==> src/rtl/ir_hdng_fuse_pkg.sv <==
// Shared types and defaults for the IR heading fusion stage.
package ir_pkg;

  // Encoding is {lft_opn, rght_opn}; BOTH means both walls are present.
  typedef enum logic [1:0] {
    BOTH  = 2'b00,
    R_OPN = 2'b01,
    L_OPN = 2'b10,
    NONE  = 2'b11
  } wall_mode_t;

  localparam logic [11:0] NOM_IR_DFLT = 12'h970;

endpackage

==> src/rtl/ir_hdng_fuse_mov_avg.sv <==
// Moving-average window with a running sum. A flush pre-loads every slot with
// the incoming value. avg reflects the post-update sum in the same cycle.
module ir_mov_avg #(
  parameter int W        = 13,
  parameter int AVG_LOG2 = 2
) (
  input  logic                clk,
  input  logic                rst_n,
  input  logic                push,
  input  logic                flush,
  input  logic signed [W-1:0] din,
  output logic signed [W-1:0] avg
);

  localparam int D  = 1 << AVG_LOG2;
  localparam int WS = W + AVG_LOG2;

  logic signed [W-1:0]  win_q [D];
  logic signed [W-1:0]  win_d [D];
  logic signed [WS-1:0] sum_q, sum_d;
  logic signed [WS-1:0] din_x, old_x, sum_shr;

  assign din_x   = {{AVG_LOG2{din[W-1]}}, din};
  assign old_x   = {{AVG_LOG2{win_q[D-1][W-1]}}, win_q[D-1]};
  assign sum_shr = sum_d >>> AVG_LOG2;
  assign avg     = sum_shr[W-1:0];

  always_comb begin
    sum_d = sum_q;
    for (int i = 0; i < D; i++) win_d[i] = win_q[i];
    if (push) begin
      if (flush) begin
        for (int i = 0; i < D; i++) win_d[i] = din;
        sum_d = din_x <<< AVG_LOG2;
      end else begin
        win_d[0] = din;
        for (int i = 1; i < D; i++) win_d[i] = win_q[i-1];
        sum_d = sum_q + din_x - old_x;
      end
    end
  end

  always_ff @(posedge clk or negedge rst_n) begin
    if (!rst_n) begin
      sum_q <= '0;
      for (int i = 0; i < D; i++) win_q[i] <= '0;
    end else begin
      sum_q <= sum_d;
      for (int i = 0; i < D; i++) win_q[i] <= win_d[i];
    end
  end

endmodule

==> src/rtl/ir_hdng_fuse.sv <==
// IR wall-sensor fusion: debounced wall mode, wall-following error, moving
// average, derivative term and saturated heading adjust. Two-stage pipeline.
module ir_hdng_fuse
  import ir_pkg::*;
#(
  parameter int              W_IR      = 12,
  parameter int              W_HDNG    = 12,
  parameter int              W_DTRM    = 9,
  parameter logic [W_IR-1:0] NOM_IR    = NOM_IR_DFLT,
  parameter int              AVG_LOG2  = 2,
  parameter int              ERR_SHIFT = 5,
  parameter int              OPN_DB    = 4
) (
  input  logic                     clk,
  input  logic                     rst_n,
  input  logic                     smpl_vld,
  input  logic                     lft_opn,
  input  logic                     rght_opn,
  input  logic        [W_IR-1:0]   lft_IR,
  input  logic        [W_IR-1:0]   rght_IR,
  input  logic signed [W_DTRM-1:0] IR_Dtrm,
  input  logic                     en_fusion,
  input  logic signed [W_HDNG-1:0] dsrd_hdng,
  output logic signed [W_HDNG-1:0] dsrd_hdng_adj,
  output logic                     adj_vld,
  output logic        [1:0]        wall_mode,
  output logic                     sat
);

  localparam int W_ERR = W_IR + 1;
  localparam int W_F   = W_IR + 3;
  localparam int W_ADJ = W_HDNG + 2;
  localparam int CW    = (OPN_DB > 1) ? $clog2(OPN_DB) : 1;
  localparam logic [CW-1:0] CNT_MAX = CW'(OPN_DB - 1);
  localparam logic signed [W_ADJ-1:0] HMAX = {3'b000, {(W_HDNG-1){1'b1}}};
  localparam logic signed [W_ADJ-1:0] HMIN = {3'b111, {(W_HDNG-1){1'b0}}};

  // Stage 1 state
  wall_mode_t               mode_q, mode_d, raw;
  logic [CW-1:0]            cnt_q, cnt_d;
  logic                     s1_vld_q, s1_vld_d;
  logic                     flush_q, flush_d;
  logic                     en_q, en_d;
  logic signed [W_ERR-1:0]  err_q, err_d;
  logic signed [W_HDNG-1:0] dsrd_q, dsrd_d;
  logic signed [W_DTRM-1:0] dtrm_q, dtrm_d;

  // Stage 2 state
  logic signed [W_HDNG-1:0] adj_q, adj_d;
  logic                     adj_vld_q, adj_vld_d;
  logic                     sat_q, sat_d;

  logic signed [W_ERR-1:0]  lft_x, rght_x, nom_x, diff_lr;
  logic signed [W_ERR-1:0]  avg;
  logic signed [W_F-1:0]    avg_x, dtrm_x, f_val;
  logic signed [W_ADJ-1:0]  hdng_x, f_adj, adj_full;

  assign lft_x   = $signed({1'b0, lft_IR});
  assign rght_x  = $signed({1'b0, rght_IR});
  assign nom_x   = $signed({1'b0, NOM_IR});
  assign diff_lr = lft_x - rght_x;

  always_comb begin
    raw      = wall_mode_t'({lft_opn, rght_opn});
    mode_d   = mode_q;
    cnt_d    = cnt_q;
    flush_d  = flush_q;
    err_d    = err_q;
    dsrd_d   = dsrd_q;
    dtrm_d   = dtrm_q;
    en_d     = en_q;
    s1_vld_d = smpl_vld;
    if (smpl_vld) begin
      flush_d = 1'b0;
      if (raw == mode_q) begin
        cnt_d = '0;
      end else if (cnt_q == CNT_MAX) begin
        mode_d  = raw;
        cnt_d   = '0;
        flush_d = 1'b1;
      end else begin
        cnt_d = cnt_q + CW'(1);
      end
      // The sample is interpreted with the mode it may have just switched to.
      case (mode_d)
        BOTH:    err_d = diff_lr >>> 1;
        R_OPN:   err_d = lft_x - nom_x;
        L_OPN:   err_d = nom_x - rght_x;
        default: err_d = '0;
      endcase
      dsrd_d = dsrd_hdng;
      dtrm_d = IR_Dtrm;
      en_d   = en_fusion;
    end
  end

  ir_mov_avg #(
    .W        (W_ERR),
    .AVG_LOG2 (AVG_LOG2)
  ) u_mov_avg (
    .clk   (clk),
    .rst_n (rst_n),
    .push  (s1_vld_q),
    .flush (flush_q),
    .din   (err_q),
    .avg   (avg)
  );

  assign avg_x    = {{(W_F-W_ERR){avg[W_ERR-1]}}, avg};
  assign dtrm_x   = {{(W_F-W_DTRM){dtrm_q[W_DTRM-1]}}, dtrm_q} <<< 2;
  assign f_val    = ((avg_x >>> ERR_SHIFT) + dtrm_x) >>> 1;
  assign f_adj    = W_ADJ'(f_val);
  assign hdng_x   = {{2{dsrd_q[W_HDNG-1]}}, dsrd_q};
  assign adj_full = hdng_x + f_adj;

  always_comb begin
    adj_d     = adj_q;
    sat_d     = sat_q;
    adj_vld_d = s1_vld_q;
    if (s1_vld_q) begin
      if (!en_q) begin
        adj_d = dsrd_q;
        sat_d = 1'b0;
      end else if (adj_full > HMAX) begin
        adj_d = HMAX[W_HDNG-1:0];
        sat_d = 1'b1;
      end else if (adj_full < HMIN) begin
        adj_d = HMIN[W_HDNG-1:0];
        sat_d = 1'b1;
      end else begin
        adj_d = adj_full[W_HDNG-1:0];
        sat_d = 1'b0;
      end
    end
  end

  always_ff @(posedge clk or negedge rst_n) begin
    if (!rst_n) begin
      mode_q    <= BOTH;
      cnt_q     <= '0;
      s1_vld_q  <= 1'b0;
      flush_q   <= 1'b0;
      en_q      <= 1'b0;
      err_q     <= '0;
      dsrd_q    <= '0;
      dtrm_q    <= '0;
      adj_q     <= '0;
      adj_vld_q <= 1'b0;
      sat_q     <= 1'b0;
    end else begin
      mode_q    <= mode_d;
      cnt_q     <= cnt_d;
      s1_vld_q  <= s1_vld_d;
      flush_q   <= flush_d;
      en_q      <= en_d;
      err_q     <= err_d;
      dsrd_q    <= dsrd_d;
      dtrm_q    <= dtrm_d;
      adj_q     <= adj_d;
      adj_vld_q <= adj_vld_d;
      sat_q     <= sat_d;
    end
  end

  assign dsrd_hdng_adj = adj_q;
  assign adj_vld       = adj_vld_q;
  assign wall_mode     = mode_q;
  assign sat           = sat_q;

endmodule

==> config.mk <==
export PLATFORM = sky130hd
export DESIGN_NAME = ir_hdng_fuse
export DESIGN_NICKNAME = d
export VERILOG_FILES = /design/src/rtl/ir_hdng_fuse_pkg.sv /design/src/rtl/ir_hdng_fuse_mov_avg.sv /design/src/rtl/ir_hdng_fuse.sv
export SDC_FILE = /design/constraint.sdc
export NUM_CORES = 1
export LEC_CHECK = 0
export CORE_UTILIZATION = 55
export DETAILED_ROUTE_END_ITERATION = 12
export DONT_BUFFER_PORTS = 1
export PLACE_DENSITY = 0.71
export SLEW_MARGIN = 20
export SYNTH_ARGS = -nofsm -noshare
export SYNTH_HDL_FRONTEND = slang
export SYNTH_HIERARCHICAL = 1
export SYNTH_SLANG_ARGS = --single-unit
==> constraint.sdc <==
create_clock -name clk -period 7.4 [get_ports clk]
set_clock_uncertainty 0.2 [all_clocks]
set_input_delay 0.37 -clock clk [delete_from_list [all_inputs] [get_ports clk]]
set_output_delay 0.37 -clock clk [all_outputs]
set_load 0.1 [all_outputs]
# Word-level counts from Yosys, hierarchy flattened
# Cells that the tools add are included.
# W data, S select, Z words.
# word_totals
out_inout_bits,16
word_cells,49
latchBits,0
n_memories,0
rom_bits,0
register_bits,122
ramBits,0
# classes
eq_ne,4
n_lt_le_gt_ge,2
mux,17
div_mod_pow,0
n_bitwise,0
addsub,8
mul,0
n_shift,0
n_reduce_logical,1
# op_table
op,n
$mux W39,1
$pmux W13 S3,1
$mux W12,3
$mux W15,2
$add A15 B13 Y15,1
$sub A15 B13 Y15,1
$add A12 B11 Y13,1
$gt A13 B12 Y1 const B,1
$lt A13 B12 Y1 const B,1
$sub A12 B12 Y13,1
$sub A12 B12 Y13 const A,1
$sub A12 B12 Y13 const B,1
$add A8 B11 Y12,1
$mux W2,5
$mux W1,5
$eq A2 B2 Y1 const B,2
$add A2 B1 Y2 const B,1
$eq A2 B1 Y1 const B,1
$eq A2 B2 Y1,1
$logic_not A2 Y1,1

# Longest topological paths before layout
# Gate-level depths: netlist (run 1).
# depth
ltp_word,10
mapped_depth,27

# By module
# The synthesis (run 1) kept the hierarchy.
# modules_own_cells
module,cells_per_inst,area_per_inst_um2,n_inst
ir_hdng_fuse,453,4247.8,1
ir_mov_avg,415,4001.3,1

# Least setup slack after synthesis (run 1)
# OpenSTA, ideal clock, no wires.
# synth_path
path_type,register to register
startpoint,register err_q[1]
endpoint,register adj_q[6] (netlist: dsrd_hdng_adj[6])
stages_incl_launch_ff,27
t_arrival_ns,5.583
setup_slack_ns,1.526
path_buffers,1
setup_time_ns,0.091
cell_sequence,dfrtp_1 -> inv_1 -> fa_1 -> inv_1 -> fa_1 -> a21oi_1 -> nor2b_1 -> a311oi_4 -> nor2_2 -> or4_1 -> nand3_1 -> ha_1 -> a21o_1 -> a21oi_1 -> o21bai_1 -> a21oi_1 -> o21ai_0 -> xor2_1 -> ha_1 -> o21a_1 -> o221ai_1 -> a21oi_1 -> o21ai_1 -> a22o_1 -> buf_6 -> maj3_1 -> o221ai_1
# synth_via
elab_chain_len,10
# synth_lines
element,line_no,rtl
from (decl),ir_hdng_fuse.sv:44,"logic signed [W_ERR-1:0] err_q, err_d;"
from (signal assigned),ir_hdng_fuse.sv:156,err_q <= err_d;
$add A15 B13 Y15 (*),ir_hdng_fuse_mov_avg.sv:38,sum_d = sum_q + din_x - old_x;
$sub A15 B13 Y15 (*),ir_hdng_fuse_mov_avg.sv:38,
$mux W15 (*),ir_hdng_fuse_mov_avg.sv:32,if (flush) begin
$mux W15 (*),ir_hdng_fuse_mov_avg.sv:31,if (push) begin
via avg[8],ir_hdng_fuse.sv:54,logic signed [W_ERR-1:0] avg;
$add A8 B11 Y12 (*),ir_hdng_fuse.sv:111,assign f_val = ((avg_x >>> ERR_SHIFT) + dtrm_x) >>> 1;
$add A12 B11 Y13 (*),ir_hdng_fuse.sv:114,assign adj_full = hdng_x + f_adj;
$lt A13 B12 Y1,ir_hdng_fuse.sv:127,end else if (adj_full < HMIN) begin
$mux W12,ir_hdng_fuse.sv:127,
$mux W12 (*),ir_hdng_fuse.sv:124,end else if (adj_full > HMAX) begin
$mux W12 (*),ir_hdng_fuse.sv:121,if (!en_q) begin
to (signal assigned),ir_hdng_fuse.sv:159,adj_q <= adj_d;
to (decl),ir_hdng_fuse.sv:49,"logic signed [W_HDNG-1:0] adj_q, adj_d;"
# The timed path passes the listed nets; every way through them passes the cells marked *.
# A chain may end at the register's enable or synchronous reset.

# Worst setup path after layout (run 1)
# layout_path
startpoint,register err_q[1]
endpoint,register adj_q[2] (netlist: dsrd_hdng_adj[2])
# The elaborated chain is that of the path after synthesis.

==> results of run 1 <==
==> through the flow <==
| step | std cells | hold WS (ps) | instance area, um2 |
|---|---|---|---|
| floorplan | 868 | -126 | 8250 |
| global placement | 1018 | -123 | 8350 |
| detailed placement | 1018 | -123 | 8350 |
| CTS | 1075 | 5.76 | 9250 |
| global route | 1075 | 82.9 | 9250 |
| finish | 1075 | 29.5 | 9250 |
==> cells in the final DEF, fill, tap and decap left out, types with 11 or more instances in the layout <==
cell | netlist | routed
a21o_1 | 12 | 12
a21oi_1 | 64 | 64
a31oi_1 | 24 | 24
clkbuf_16 | 0 | 17
dfrtp_1 | 122 | 120
dlygate4sd3_1 | 0 | 26
fa_1 | 17 | 17
ha_1 | 51 | 51
inv_1 | 87 | 87
mux2_2 | 40 | 40
mux2i_1 | 36 | 36
nand2_1 | 44 | 44
nand2b_1 | 19 | 19
nand3_1 | 14 | 14
nor2_1 | 78 | 78
o21ai_0 | 49 | 49
o221ai_1 | 11 | 11
xnor2_1 | 34 | 34
xor2_1 | 15 | 15
==> kinds of logic after synthesis <==
group	share of synthesized area
buffers and inverters	0.0585
adders and majority gates	0.133
and+or+nand+nor	0.117
AOI/OAI and AO/OA	0.171
DFF	0.370
muxes	0.0983
xor gates and xnor gates	0.0520
==> area by class of cell <==
type	count	area (um2)	share of cell area
tap	184	230	0.0249
sequential	122	3060	0.331
inverter	87	327	0.0353
clock buffer	20	457	0.0494
multi-input combinational	622	4710	0.510
timing repair buffer	31	338	0.0365
clock inverter	9	124	0.0134
==> tightest hold or removal path, cell delays in order <==
cell and delay, ps:
nand2_1 20, o21ai_0 70, o221ai_1 110
==> cell usage after synthesis (all sizes together), types with 2 or more instances <==
cell,count
dfrtp,122
inv,87
nor2,79
a21oi,66
o21ai,55
ha,51
nand2,44
mux2,40
mux2i,36
xnor2,34
clkbuf,26
a31oi,24
nand2b,19
fa,17
xor2,15
nand3,14
a21o,12
buf,11
maj3,11
o221ai,11
nand3b,9
nor2b,8
o21a,8
a211oi,5
o311ai,5
a221oi,4
and3,4
nor3,4
nor3b,4
o2bb2ai,4
o31ai,4
or3,4
or4,4
nor4,3
o21bai,3
a311o,2
a311oi,2
and2,2
o2111ai,2
o211ai,2
o31a,2
==> per-layer routing <==
metal  up-vias  global-route usage  part of all wire
li1       3079                   -                 -
met1      3082               0.333              0.48
met2       141               0.385              0.47
met3        26              0.0485             0.038
met4         0              0.0822             0.017
met5         -                   0                 0
==> what timing repair did <==
action	CTS	global route
endpoints found under the hold margin	162	0
setup buffers	0	0
hold buffers	28	0
==> state kept, by name, indices dropped and copies added (netlist names) <==
register / count
adj_vld_d: 1
en_q: 1
sat: 1
flush_q: 1
u_mov_avg/sum_q: 15
wall_mode: 2
adj_vld: 1
u_mov_avg/win_q: 39
dsrd_q: 12
cnt_q: 2
err_q: 13
dtrm_q: 9
u_mov_avg/old_x: 13
dsrd_hdng_adj: 12
==> path summary, 6_finish.rpt <==
| check | slack, ps | cells after the start | end | from |
|---|---|---|---|---|
| worst max-delay path | 590 | 25 | dsrd_hdng_adj[2] | err_q[1] |
| worst min-delay path | 30 | 3 | err_q[4] | lft_IR[4] |
| worst max register to register | 590 | 25 | dsrd_hdng_adj[2] | err_q[1] |
| worst min register to register | 300 | 1 | u_mov_avg/win_q[42] | u_mov_avg/win_q[42] |
| max in group asynchronous | 6140 | 2 | u_mov_avg/win_q[29] | rst_n |
| min in group asynchronous | 350 | 2 | dsrd_hdng_adj[11] | rst_n |
==> run summary, run 1 <==
CP delay by family, top = compound AO/OA/AOI/OAI gates
Starting Density = 0.565
routed vias = 6,328
IO buf count = 0
vias in the first global route = 6,317
status = finished, final reports clean
clock latency on the worst-skew pair = 420 ps
Post-synth EDFFs = 0
via/cell ratio = 5.89
Worst EP arrival = 6870 ps
placer congestion estimate = 0.906
Die ar. = 0.0155 mm2
Clock Root Buffer = clkbuf_16
htree depth = 4
Avg Cell Area, Syn = 9.50 um2
Seq cells post-synth = 122
clock slew seen by the registers of the worst setup and hold paths = 50 ps
RSZ-0062 raised after global routing = false
Worst setup SP type = flop
Crit path buffers/inverters = 2
total I/O pin count = 67
post-route ant nets = 0
Netlist cell types = 64
GRT Overall Usage = 0.243
# DRC = 0
Slowest-stage cell, CP = fa_1
fin. max-slew vios = 0
Post-synth ARST share = 1.00
# clock sinks = 122
Slew @ Worst Pin = 1020 ps
Area Growth Syn to Fin = 12.1%
Post-CTS Resized = 0
Filler cells = 1,192
Req. time, crit path = 7460 ps
diode count = 0
fin crit share = 0.921
pin count of the biggest net entering global routing = 123
initial antenna violation count = 0
Die Ht = 124 um
critical path peak fanout = 13
Synth Instances = 868
nets = 1,000
first-pass GRT wire length = 30,600 um
final worst slack = 588 ps
kind of critical path = reg -> reg
Routed Wire Length = 18,100 um
most frequent CP cell = a21oi_1
post-layout util = 0.634
Slowest Stage Delay on Critical Path = 560 ps
core footprint = 0.0146 mm2
crit path capture type = flop
gr ovfl total = 0
worst min path class = in -> reg
CTS tree = yes
Setup WS pre-CTS = 724 ps
synthesized cell area = 0.00825 mm2
Synth Warn # = 6
sequential share of the synthesized area = 0.370
Fmax = 147 MHz
Final Hold Viols = 0
max_slew headroom = 0.322
die width = 124 um
CTS Buf Count = 17
row count = 44
Post-synth top flop = dfrtp_1
main area contributors after synthesis = dfrtp_1 37%, ha_1 7.7%, mux2_2 5.5%
CTS max path bufs = 2
Max Cap Violations = 0
Avg WL per Cell = 16.8 um
Final min period = 6810 ps
Setup TNS = 0 ps
fraction of layout cells with a size suffix above 1 = 0.103
final setup vio count = 0
cell taking the most area after synthesis = dfrtp_1
syn_nets = 987
post-synth top area share = 0.370
drt initial violations = 357
router iterations before antenna repair = 5
DP HPWL = 12,600 um
Power of run 1 is left out: the tool's default activity adds up to more than one toggle a clock period on the data nets, which glitch-free logic cannot reach.
==> run 2, diff against run 1 <==
--- a/config.mk
+++ b/config.mk
@@ -5,10 +5,10 @@
 export SDC_FILE = /design/constraint.sdc
 export NUM_CORES = 1
 export LEC_CHECK = 0
+export BUFFER_PORTS_ARGS = -buffer_cell sky130_fd_sc_hd__clkbuf_2
 export CORE_UTILIZATION = 55
 export DETAILED_ROUTE_END_ITERATION = 12
-export DONT_BUFFER_PORTS = 1
-export PLACE_DENSITY = 0.71
+export PLACE_DENSITY = 0.75
 export SLEW_MARGIN = 20
 export SYNTH_ARGS = -nofsm -noshare
 export SYNTH_HDL_FRONTEND = slang
==> run summary, run 2 (same netlist as run 1, synthesis figures left out) <==
FF-to-FF path depth = 25 (unchanged)
CTS Buf Count = 17 (unchanged)
largest reg by FF count = u_mov_avg/win_q
kind of critical path = reg -> reg
Setup crit end = dsrd_hdng_adj[4]
Clock Root Buffer = clkbuf_16
via/cell ratio = 5.59 (-5.0%)
Worst EP arrival = 6710 ps (-160 ps)
CTS tree = yes
final setup vio count = 0 (unchanged)
clock latency on the worst-skew pair = 420 ps (about the same)
first-pass GRT wire length = 30,000 um (-2.1%)
initial antenna violation count = 0 (unchanged)
r2r endpoint = dsrd_hdng_adj[4]
r2r setup slk = 740 ps (+160 ps)
Die ar. = 0.0155 mm2 (unchanged)
Final min period = 6660 ps (-156 ps)
Req. time, crit path = 7460 ps (about the same)
htree depth = 4 (unchanged)
Largest register FFs = 39 (unchanged)
die width = 124 um (unchanged)
Routed Wire Length = 17,500 um (-3.4%)
Largest regs = u_mov_avg/win_q: 39 flops, u_mov_avg/sum_q: 15 flops
Fmax = 150 MHz (+2.3%)
router iterations before antenna repair = 5 (unchanged)
Starting Density = 0.565 (unchanged)
Worst Hold Path Cells = 2 (-1)
pin count of the biggest net entering global routing = 92 (-25%)
status = finished, final reports clean
worst min path class = in -> reg
most frequent cells in the layout = 120 x dfrtp_1, 87 x inv_1, 78 x nor2_1
CTS max path bufs = 2 (unchanged)
row count = 44 (unchanged)
Setup TNS = 0 ps (unchanged)
Area Growth Syn to Fin = 15.4%
critical path peak fanout = 13 (unchanged)
IO buf count = 66 (+66)
GRT Overall Usage = 0.239 (-0.00384)
Die Ht = 124 um (unchanged)
max_slew headroom = 0.385 (+0.0633)
post-route ant nets = 0 (unchanged)
drt initial violations = 437 (+22%)
crit path capture type = flop
Worst setup SP type = flop
placer congestion estimate = 0.870 (-3.9%)
gr ovfl total = 0 (unchanged)
Reg2Reg Launch Point = err_q[1]
DP HPWL = 12,100 um (-4.4%)
fin. max-slew vios = 0 (unchanged)
fraction of layout cells with a size suffix above 1 = 0.169 (+0.0660)
RSZ-0062 raised after global routing = false
commonest non-fill, non-tap cell in the layout = dfrtp_1
core footprint = 0.0146 mm2 (unchanged)
Max Cap Violations = 0 (unchanged)
Slew @ Worst Pin = 923 ps (-94.9 ps)
fin crit share = 0.899 (-0.0211)
Post CTS Setup Buffer Count = 0 (unchanged)
# DRC = 0 (unchanged)
nets = 1,063 (+6.3%)
clock slew seen by the registers of the worst setup and hold paths = 60 ps (about the same)
routed vias = 6,381 (+0.84%)
Critical path origin = err_q[1]
Final Hold Viols = 0 (unchanged)
Avg WL per Cell = 15.3 um (-9.0%)
vias in the first global route = 6,259 (-0.92%)
# clock sinks = 122 (unchanged)
diode count = 0 (unchanged)
total I/O pin count = 67 (unchanged)
==> run 2: worst min-delay path by stage <==
| stage | from | to | slack (ps) |
|---|---|---|---|
| 2_1_floorplan | rst_n | adj_vld | -130 |
| 5_1_grt | rght_opn | wall_mode[0] | 50 |
| 3_5_place_dp | rst_n | dsrd_q[8] | 230 |
| 6_report | rght_opn | wall_mode[0] | 60 |
| 3_3_place_gp | rst_n | dsrd_q[8] | 230 |
| 4_1_cts | rght_opn | wall_mode[0] | 40 |
==> run 2: through the flow <==
| step | std cells | setup slack [ps] | area (um2) | util | hold slack [ps] |
|---|---|---|---|---|---|
| floorplan | 868 | 1530 | 8250 | - | -126 |
| global placement | 1086 | 957 | 8700 | 0.596 | 234 |
| detailed placement | 1086 | 796 | 8700 | 0.596 | 230 |
| CTS | 1141 | 763 | 9520 | 0.652 | 41.5 |
| global route | 1141 | 320 | 9520 | 0.652 | 50.6 |
| finish | 1141 | 744 | 9520 | 0.652 | 58.7 |
==> run 2: what timing repair did <==
item / 4_1_cts / 5_1_grt
endpoints found under the hold margin: 70 / 0
hold buffers: 23 / 0
resized for setup: 0 / 0
==> run 2: layout make-up <==
| type | count | area (um2) |
|---|---|---|
| fill | 1199 | 5070 |
| multi-input combinational | 622 | 4710 |
| sequential | 122 | 3060 |
| timing repair buffer | 94 | 601 |
| clock buffer | 18 | 439 |
| inverter | 87 | 327 |
| tap | 184 | 230 |
| clock inverter | 14 | 149 |
==> run 2: layer usage <==
layer | global-route usage | part of all wire | up-vias
met4 | 0.0673 | 0.0092 | 0
li1 | - | - | 3200
met5 | 0 | 0 | -
met2 | 0.382 | 0.47 | 116
met3 | 0.0434 | 0.030 | 12
met1 | 0.334 | 0.49 | 3053
==> run 2: critical path: stages (launching register included) <==
cell and delay (ps):
dfrtp_1 440, inv_1 90, fa_1 530, inv_1 60, fa_1 450, a21oi_1 160
nor2b_1 90, a311oi_4 440, nor2_2 80, or4_1 480, nand3_1 180, ha_1 250
a21o_1 150, a21oi_1 210, o21bai_1 90, a21oi_1 240, o21ai_0 200, xor2_1 180
ha_1 220, or3_1 370, nor3_1 150, a21oi_1 110, o21ai_1 180, a22o_1 510
maj3_2 300, o221ai_1 100
Power of run 2 is left out for the same reason.
==> run 3, diff against run 2 <==
--- a/config.mk
+++ b/config.mk
@@ -6,6 +6,7 @@
 export NUM_CORES = 1
 export LEC_CHECK = 0
 export BUFFER_PORTS_ARGS = -buffer_cell sky130_fd_sc_hd__clkbuf_2
+export CORE_ASPECT_RATIO = 0.6
 export CORE_UTILIZATION = 55
 export DETAILED_ROUTE_END_ITERATION = 12
 export PLACE_DENSITY = 0.75
==> run summary, run 3 (same netlist as run 1, synthesis figures left out) <==
critical path peak fanout = 13 (unchanged)
fin. max-slew vios = 0 (unchanged)
RSZ-0062 raised after global routing = false
Die Ht = 96.9 um (-22%)
largest reg by FF count = u_mov_avg/win_q
commonest non-fill, non-tap cell in the layout = dfrtp_1
post-layout util = 0.656 (+0.00326)
post-route ant nets = 0 (unchanged)
Largest register FFs = 39 (unchanged)
# DRC = 0 (unchanged)
vias in the first global route = 6,037 (-3.5%)
worst min path class = in -> reg
nets = 1,062 (-0.094%)
total I/O pin count = 67 (unchanged)
DP HPWL = 13,000 um (+7.3%)
Worst setup SP type = flop
Final min period = 6740 ps (+85.7 ps)
Largest regs = u_mov_avg/win_q: 39 flops, u_mov_avg/sum_q: 15 flops
routed vias = 6,542 (+2.5%)
max_slew headroom = 0.421 (+0.0362)
# clock sinks = 122 (unchanged)
Post CTS Setup Buffer Count = 0 (unchanged)
drt initial violations = 466 (+6.6%)
Setup TNS = 0 ps (unchanged)
hold_buf cts = 21 (-8.7%)
Routed Wire Length = 18,300 um (+4.7%)
Slowest-stage cell, CP = a22o_1
htree depth = 4 (unchanged)
Worst EP arrival = 6800 ps (+90 ps)
final setup vio count = 0 (unchanged)
most frequent cells in the layout = 120 x dfrtp_1, 87 x inv_1, 78 x nor2_1
router iterations before antenna repair = 5 (unchanged)
first-pass GRT wire length = 30,900 um (+3.0%)
CTS tree = yes
Req. time, crit path = 7460 ps (about the same)
Clock Root Buffer = clkbuf_16
initial antenna violation count = 0 (unchanged)
Avg WL per Cell = 15.8 um (+3.6%)
Filler cells = 1,214 (+1.3%)
row count = 34 (-23%)
Final Hold Viols = 0 (unchanged)
Starting Density = 0.567 (+0.00156)
kind of critical path = reg -> reg
CTS Buf Count = 17 (unchanged)
fraction of layout cells with a size suffix above 1 = 0.171 (+0.00122)
pin count of the biggest net entering global routing = 70 (-24%)
GRT Overall Usage = 0.249 (+0.0100)
CP delay by family, top = compound AO/OA/AOI/OAI gates
placer congestion estimate = 0.914 (+5.1%)
Slew @ Worst Pin = 868 ps (-54.3 ps)
clock latency on the worst-skew pair = 420 ps (about the same)
most frequent CP cell = a21oi_1
CTS max path bufs = 2 (unchanged)
Max Cap Violations = 0 (unchanged)
Area Growth Syn to Fin = 15.6%
IO buf count = 66 (unchanged)
clock slew seen by the registers of the worst setup and hold paths = 60 ps (about the same)
via/cell ratio = 5.67 (+1.4%)
crit path capture type = flop
fin crit share = 0.911 (+0.0116)
Crit path buffers/inverters = 2 (unchanged)
status = finished, final reports clean
Slowest Stage Delay on Critical Path = 550 ps (+20 ps)
diode count = 0 (unchanged)
Fmax = 148 MHz (-1.3%)
gr ovfl total = 0 (unchanged)
core footprint = 0.0145 mm2 (-0.27%)
die width = 160 um (+29%)
Post-CTS Resized = 0 (unchanged)
Die ar. = 0.0155 mm2 (+0.10%)
run 3: path summary, 6_finish.rpt:
| check | start | end | slack, ps | depth (start not counted) |
|---|---|---|---|---|
| max in group asynchronous | rst_n | flush_q | 5250 | 3 |
| min in group asynchronous | rst_n | dsrd_q[3] | 350 | 2 |
| min | IR_Dtrm[0] | dtrm_q[0] | 20 | 2 |
| min reg2reg | u_mov_avg/win_q[42] | u_mov_avg/win_q[42] | 310 | 1 |
| max | err_q[1] | dsrd_hdng_adj[2] | 660 | 25 |
| max reg2reg | err_q[1] | dsrd_hdng_adj[2] | 660 | 25 |
run 3: worst register-to-register path, cell delays in order, from the launching register on:
cell	delay [ps]
dfrtp_1	430
inv_1	90
fa_1	540
inv_1	70
fa_1	450
a21oi_1	150
nor2b_1	90
a311oi_4	410
nor2_2	80
or4_1	470
nand3_1	170
ha_1	260
a21o_1	160
a21oi_1	220
o21bai_1	100
a21oi_1	260
o21ai_0	210
xor2_1	190
ha_1	230
or3_1	380
nor3_1	160
a21oi_1	110
o21ai_1	190
a22o_1	550
maj3_2	310
o221ai_1	110
run 3: per-layer routing:
layer,global-route usage,share of wire
met5,0,0
met4,0.0689,0.011
met2,0.317,0.38
met1,0.412,0.55
met3,0.0523,0.056
run 3: layout make-up:
type	count	area, um2	area share
multi-input combinational	622	4710	0.494
sequential	122	3060	0.321
timing repair buffer	93	588	0.0617
clock buffer	17	425	0.0446
inverter	87	327	0.0342
tap	198	248	0.0260
clock inverter	15	179	0.0188
run 3: through the flow:
step / worst slack, ps / hold WS (ps) / instances / instance area [um2]
after floorplan: 1530 / -126 / 868 / 8250
after detailed placement: 731 / 271 / 1101 / 8720
after global placement: 901 / 272 / 1101 / 8720
after CTS: 677 / 0.515 / 1154 / 9540
after global routing: 146 / 10.3 / 1154 / 9540
final: 658 / 19.0 / 1154 / 9540
Power of run 3 is left out for the same reason.
